### config.mk
export PLATFORM = sky130hd
export DESIGN_NAME = mem_access
export DESIGN_NICKNAME = d
export VERILOG_FILES = /design/src/rtl/mem_access_pkg.sv /design/src/rtl/mem_access_load_ext.sv /design/src/rtl/mem_access.sv
export SDC_FILE = /design/constraint.sdc
export NUM_CORES = 1
export LEC_CHECK = 0
export ABC_CLOCK_PERIOD_IN_PS = 2700
export CAP_MARGIN = 20
export CORE_MARGIN = 1
export CORE_UTILIZATION = 43
export CTS_BUF_LIST = sky130_fd_sc_hd__clkbuf_16
export CTS_CLUSTER_SIZE = 40
export DETAILED_ROUTE_END_ITERATION = 7
export GPL_TIMING_DRIVEN = 0
export HOLD_SLACK_MARGIN = 0.08
export PLACE_DENSITY_LB_ADDON = 0.15
export SYNTH_ARGS = -nofsm -noshare
export SYNTH_HDL_FRONTEND = slang
export SYNTH_SLANG_ARGS = --single-unit
### constraint.sdc
create_clock -name clk -period 2.7 [get_ports clk]
set_input_delay 0.405 -clock clk [delete_from_list [all_inputs] [get_ports clk]]
set_output_delay 0.405 -clock clk [all_outputs]
set_load 0.1 [all_outputs]
### src/rtl/mem_access_pkg.sv
// Shared definitions for the memory-access stage: bus widths, reset level,
// the memory opcodes coming from ex_mem, and small decode helpers used by
// both the stage and its load-extension unit.
package mem_access_pkg;

  localparam int RegBus      = 32;
  localparam int RegAddrBus  = 5;
  localparam int AluOpBus    = 8;
  localparam int InstAddrBus = 32;

  localparam logic                  RstEnable  = 1'b1;
  localparam logic [RegBus-1:0]     ZeroWord   = '0;
  localparam logic [RegAddrBus-1:0] NOPRegAddr = '0;

  typedef logic [AluOpBus-1:0] aluop_t;

  localparam aluop_t EX_LB  = 8'hE0;
  localparam aluop_t EX_LH  = 8'hE1;
  localparam aluop_t EX_LW  = 8'hE3;
  localparam aluop_t EX_LBU = 8'hE4;
  localparam aluop_t EX_LHU = 8'hE5;
  localparam aluop_t EX_SB  = 8'hE8;
  localparam aluop_t EX_SH  = 8'hE9;
  localparam aluop_t EX_SW  = 8'hEB;

  function automatic logic is_load(aluop_t op);
    return op inside {EX_LB, EX_LH, EX_LW, EX_LBU, EX_LHU};
  endfunction

  function automatic logic is_store(aluop_t op);
    return op inside {EX_SB, EX_SH, EX_SW};
  endfunction

  function automatic logic is_mem(aluop_t op);
    return is_load(op) || is_store(op);
  endfunction

  // Index of the final byte of the access (byte count minus one).
  function automatic logic [1:0] last_idx(aluop_t op);
    case (op)
      EX_LB, EX_LBU, EX_SB: return 2'd0;
      EX_LH, EX_LHU, EX_SH: return 2'd1;
      default:              return 2'd3;
    endcase
  endfunction

endpackage

### src/rtl/mem_access_load_ext.sv
// Load result extension. Maps the assembled little-endian load buffer to the
// 32-bit write-back value: sign-extend for LB/LH, zero-extend for LBU/LHU,
// pass through for LW.
//   op   : latched load opcode
//   data : assembled byte buffer (unused upper bytes are zero)
//   ext  : extended result
module load_ext
  import mem_access_pkg::*;
(
  input  aluop_t            op,
  input  logic [RegBus-1:0] data,
  output logic [RegBus-1:0] ext
);

  always_comb begin
    ext = data;
    case (op)
      EX_LB:   ext = {{24{data[7]}}, data[7:0]};
      EX_LBU:  ext = {24'b0, data[7:0]};
      EX_LH:   ext = {{16{data[15]}}, data[15:0]};
      EX_LHU:  ext = {16'b0, data[15:0]};
      default: ext = data;
    endcase
  end

endmodule

### src/rtl/mem_access.sv
// Memory-access pipeline stage. Serialises byte/half/word loads and stores
// into little-endian single-byte transactions on an 8-bit memory port and
// holds the pipeline via stall_req_o while a transfer is in flight.
// Non-memory operations pass straight through to mem_wb.
//   clk, rst           : clock, synchronous active-high reset
//   aluop_i ... wdata_i: instruction from ex_mem
//   mem_*              : byte-wide memory controller handshake
//   wd_o/wreg_o/wdata_o: write-back to mem_wb
//   stall_req_o        : hold ex_mem and upstream
module mem_access
  import mem_access_pkg::*;
(
  input  logic                  clk,
  input  logic                  rst,
  input  aluop_t                aluop_i,
  input  logic [31:0]           mem_addr_i,
  input  logic [RegBus-1:0]     store_data_i,
  input  logic [RegAddrBus-1:0] wd_i,
  input  logic                  wreg_i,
  input  logic [RegBus-1:0]     wdata_i,
  output logic                  mem_req_o,
  output logic                  mem_we_o,
  output logic [31:0]           mem_addr_o,
  output logic [7:0]            mem_data_o,
  input  logic                  mem_ack_i,
  input  logic [7:0]            mem_data_i,
  output logic [RegAddrBus-1:0] wd_o,
  output logic                  wreg_o,
  output logic [RegBus-1:0]     wdata_o,
  output logic                  stall_req_o
);

  localparam logic [1:0] S_IDLE   = 2'd0;
  localparam logic [1:0] S_ACCESS = 2'd1;
  localparam logic [1:0] S_DONE   = 2'd2;

  logic [1:0]            state;
  aluop_t                op_q;
  logic [31:0]           base_q;
  logic [RegBus-1:0]     sdata_q;
  logic [RegAddrBus-1:0] wd_q;
  logic [1:0]            idx_q;
  logic [RegBus-1:0]     buf_q;
  logic [RegBus-1:0]     ext_data;

  load_ext u_load_ext (
    .op   (op_q),
    .data (buf_q),
    .ext  (ext_data)
  );

  always_ff @(posedge clk) begin
    if (rst == RstEnable) begin
      state   <= S_IDLE;
      op_q    <= '0;
      base_q  <= '0;
      sdata_q <= '0;
      wd_q    <= NOPRegAddr;
      idx_q   <= '0;
      buf_q   <= '0;
    end else begin
      case (state)
        S_IDLE: begin
          if (is_mem(aluop_i)) begin
            op_q    <= aluop_i;
            base_q  <= mem_addr_i;
            sdata_q <= store_data_i;
            wd_q    <= wd_i;
            idx_q   <= '0;
            buf_q   <= '0;
            state   <= S_ACCESS;
          end
        end
        S_ACCESS: begin
          // Without an ack nothing moves, so the request is held as-is.
          if (mem_ack_i) begin
            if (is_load(op_q)) buf_q[{idx_q, 3'b000} +: 8] <= mem_data_i;
            idx_q <= idx_q + 2'd1;
            if (idx_q == last_idx(op_q)) state <= S_DONE;
          end
        end
        // Inputs still show the finished instruction here; ignore them.
        S_DONE:  state <= S_IDLE;
        default: state <= S_IDLE;
      endcase
    end
  end

  always_comb begin
    mem_req_o   = 1'b0;
    mem_we_o    = 1'b0;
    mem_addr_o  = '0;
    mem_data_o  = '0;
    stall_req_o = 1'b0;
    wd_o        = wd_i;
    wreg_o      = wreg_i;
    wdata_o     = wdata_i;
    case (state)
      S_IDLE: begin
        if (is_mem(aluop_i)) begin
          stall_req_o = 1'b1;
          wreg_o      = 1'b0;
          wdata_o     = ZeroWord;
        end
      end
      S_ACCESS: begin
        mem_req_o   = 1'b1;
        mem_we_o    = is_store(op_q);
        mem_addr_o  = base_q + {30'b0, idx_q};  // wraps past 0xFFFFFFFF
        mem_data_o  = sdata_q[{idx_q, 3'b000} +: 8];
        stall_req_o = 1'b1;
        wd_o        = wd_q;
        wreg_o      = 1'b0;
        wdata_o     = ZeroWord;
      end
      S_DONE: begin
        wd_o    = wd_q;
        wreg_o  = is_load(op_q);
        wdata_o = is_load(op_q) ? ext_data : ZeroWord;
      end
      default: ;
    endcase
    // Reset suppresses any write-back, including from an abandoned access.
    if (rst == RstEnable) begin
      wd_o    = NOPRegAddr;
      wreg_o  = 1'b0;
      wdata_o = ZeroWord;
    end
  end

endmodule

==> run summary <==
Post-synthesis adder-cell area fraction -> 2.374%
Status -> finished with violations
Worst-Skew Late Latency -> 0.41 ns
# clock sinks -> 113
Reg2Reg Setup Slack -> 0.42 ns
CP startpoint kind -> register
PnR worst setup slack -> -0.1745 ns
Antenna fix cells -> 0
Total placed cells including tap cells -> 1158
CTS max path bufs -> 2
Vias in the first global route -> 6481
Sequential cell area -> 2290 um^2
CP max FO -> 4
Die X -> 121.2 um
Leak pwr -> 0.003886 uW
Synth Area in Compound Gates -> 18.69%
GRT overflow -> 0
Worst R2R Path Depth -> 8
Area share of and/or/nand/nor cells after synthesis -> 28.67%
CP arrival -> 2.47 ns
Mapped Cells -> 777
Number of CTS-inserted buffers -> 17
Max Fclk -> 347.9 MHz
Hold WC Path Type -> input pin to register
Worst hold path stage count -> 3
Setup crit end kind -> primary output
Synth unique cells -> 53
Syn. warnings -> 0
Met3 routed WL -> 1272 um
Syn_nets -> 909
Worst-margin pin slew -> 0.9616 ns
Syn avg cell area -> 7.868 um^2
RR Endpoint -> buf_q[27]
Setup Skew -> 0.007505 ns
Via/cell ratio -> 5.481
Site Rows -> 43
Post-route ant nets -> 0
Startpoint of the worst-slack reg-to-reg timing path -> state[1]
Area of the multi-input gates -> 4488 um^2
Hold path startpoint -> aluop_i[0]
Post-synthesis xor/xnor area fraction -> 4.298%
Worst ir drop on vdd -> 0.3573 mV
Layout cells sized above 1 -> 30.71%
Violated checks -> negative setup slack
Cell Pwr Density -> 578.6 nW/um^2
Setup Crit Path Kind -> register to primary output
Die area -> 14700 um^2
Total GRT Usage -> 29.13%
CTS root buf -> clkbuf_16
First-pass GRT wire length -> 33100 um
CTS tree -> yes
DR WL met2 -> 10710 um
Final Cycle Share -> 106.5%
Die H -> 121.2 um
Largest family of logic cells by synthesized area -> simple AND/OR/NAND/NOR gates
Core area -> 13880 um^2
Largest net degree at the start of global routing -> 20
Detailed Route WL -> 21770 um
Sequential fraction of the synthesis area -> 37.00%
Final min period -> 2.875 ns
Top layer in use -> met4
Post-CTS Hold Buffers -> 0
TritonRoute pass-1 iters -> 5
Final HPWL DP -> 14320 um
Number of synthesized flops with an enable pin -> 0
Synth-to-Final Area Change -> 75.40%
FFs w/ async S/R, synth -> 0%
RSZ-0062 raised after global routing -> true
Max Cap Viol -> 0
Met1 WL -> 9051 um
CTS clk-pin slew, worst paths -> 0.05 ns
Final setup vio count -> 41
Fillers -> 974
DR WL/cell -> 17.81 um
Rel. slew slack -> 35.69%
Slew Limit Fails -> 0
First DRT Iteration DRCs -> 442
Hold-critical path endpoint -> op_q[0]
Initial antenna violation count -> 0
Most used DFF post-synth -> dfxtp_1
Port bufs -> 201
Multiplexer area fraction after synthesis -> 4.093%
Synth Cell Area -> 6113 um^2
CTS H-tree depth -> 4
Final cell count without fillers -> 1222
DR vias -> 6698
Worst hold margin -> 0.2921 ns
#FFs+latches synth -> 113
Final hold violations -> 0
# nets final -> 1161
WP data required -> 2.30 ns
Io pins -> 202
Initial Util -> 44.04%
# DRC -> 0
Routability cong. -> 0.9216
## power by group
group | leakage, uW | switching [uW] | internal, uW
combinational | 0.00266 | 1280 | 798
clock | 0.000309 | 781 | 1610
sequential | 0.000920 | 33.2 | 1700
total | 0.00389 | 2100 | 4110
## repair_timing
item,in CTS,in global routing
buffers inserted,26,9
setup endpoints to repair,105,68
pin swaps,28,25
gates cloned,3,0
gates resized for setup,675,44
## flip-flops by register name (all words and copies together) (netlist names)
name     cells
idx_q        2
buf_q       32
op_q         8
wd_q         5
sdata_q     32
base_q      32
state        2
## layer usage
metal  vias to the layer above  global-route usage [%]
li1                       3207                       -
met1                      3157                   35.25
met2                       281                   50.64
met3                        53                   5.686
met4                         0                   11.27
met5                         -                       0
## worst max-delay path, stage by stage (launching register included)
cell,delay [ns]
dfxtp_4,0.36
ha_4,0.14
fa_2,0.21
nand4_1,0.18
or3_4,0.42
buf_4,0.16
nor3_4,0.18
xnor2_2,0.12
nor2_4,0.11
buf_12,0.18
## kinds of logic (layout without fill, tap and decap cells)
logic type,Yosys count,count (layout)
AOI/OAI and AO/OA,173,173
xor gates and xnor gates,30,30
adders and majority gates,11,11
buffers and inverters,69,334
DFF,113,113
muxes,15,15
and+or+nand+nor,366,366
## layout by cell type, fill, tap and decap left out, drive strengths merged, types with 6 or more instances in the layout
cell type	instances
nand3	21
o21ai	12
mux4	8
o2bb2ai	16
o31ai	24
mux2i	7
clkinv	8
dfxtp	113
a21oi	87
a22oi	8
inv	11
nor2	74
buf	129
clkbuf	54
and2	16
nand4	14
nor3	6
nand3b	26
nand2b	23
and3	6
a22o	8
clkdlybuf4s50	115
xor2	17
xnor2	13
nand2	161
ha	10
## Yosys cell counts, types with 4 or more instances
| cell type | n | area, um^2 |
|---|---|---|
| mux4_2 | 8 | 180.2 |
| nand2_1 | 161 | 604.3 |
| nand2b_1 | 23 | 143.9 |
| dfxtp_1 | 113 | 2262 |
| o2bb2ai_1 | 16 | 140.1 |
| o31ai_1 | 24 | 180.2 |
| nor2_1 | 74 | 277.8 |
| nand4_1 | 14 | 87.58 |
| or3_1 | 4 | 25.02 |
| buf_1 | 5 | 18.77 |
| clkbuf_1 | 35 | 131.4 |
| ha_1 | 10 | 125.1 |
| a21o_1 | 4 | 30.03 |
| a21oi_1 | 87 | 435.4 |
| nand3_1 | 21 | 105.1 |
| and3_1 | 6 | 37.54 |
| xor2_1 | 17 | 148.9 |
| o21ai_0 | 11 | 55.05 |
| mux2i_1 | 7 | 70.07 |
| a22o_1 | 8 | 70.07 |
| xnor2_1 | 13 | 113.9 |
| nor2b_1 | 4 | 25.02 |
| inv_1 | 9 | 33.78 |
| nor3_1 | 6 | 30.03 |
| buf_2 | 15 | 75.07 |
| a22oi_1 | 8 | 60.06 |
| and2_1 | 16 | 100.1 |
| nand3b_1 | 26 | 195.2 |
## metrics by stage
| step | area (um^2) | power, uW | worst slack, ns | utilization (%) | setup TNS, ns |
|---|---|---|---|---|---|
| 2_1_floorplan | 6678 | 3032 | -0.2642 | - | -2.710 |
| 3_3_place_gp | 8915 | 3508 | -1.758 | 64.22 | -89.80 |
| 3_5_place_dp | 8915 | 3517 | -1.797 | 64.22 | -91.12 |
| 4_1_cts | 10510 | 6168 | -0.2381 | 75.73 | -3.540 |
| 5_1_grt | 10720 | 6377 | -0.2566 | 77.25 | -6.424 |
| 6_report | 10720 | 6204 | -0.1745 | 77.25 | -2.773 |
## worst max-delay path by stage
stage | endpoint | slack [ns] | startpoint
final | mem_addr_o[22] | -0.17 | idx_q[0]
after floorplan | mem_addr_o[8] | -0.26 | state[1]
after detailed placement | wdata_o[27] | -1.80 | aluop_i[2]
after global routing | mem_addr_o[22] | -0.26 | idx_q[0]
after global placement | wdata_o[24] | -1.76 | aluop_i[2]
after CTS | mem_addr_o[18] | -0.24 | idx_q[0]
## cell type report
type | instances | share of cell area (%)
clock inverter | 15 | 1.855
timing repair buffer | 238 | 25.25
sequential | 113 | 21.35
inverter | 10 | 0.3851
tap | 180 | 2.100
clock buffer | 17 | 3.967
multi-input combinational | 595 | 41.86
buffer | 54 | 3.232
Note: power is estimated with default switching activity, not from simulation.
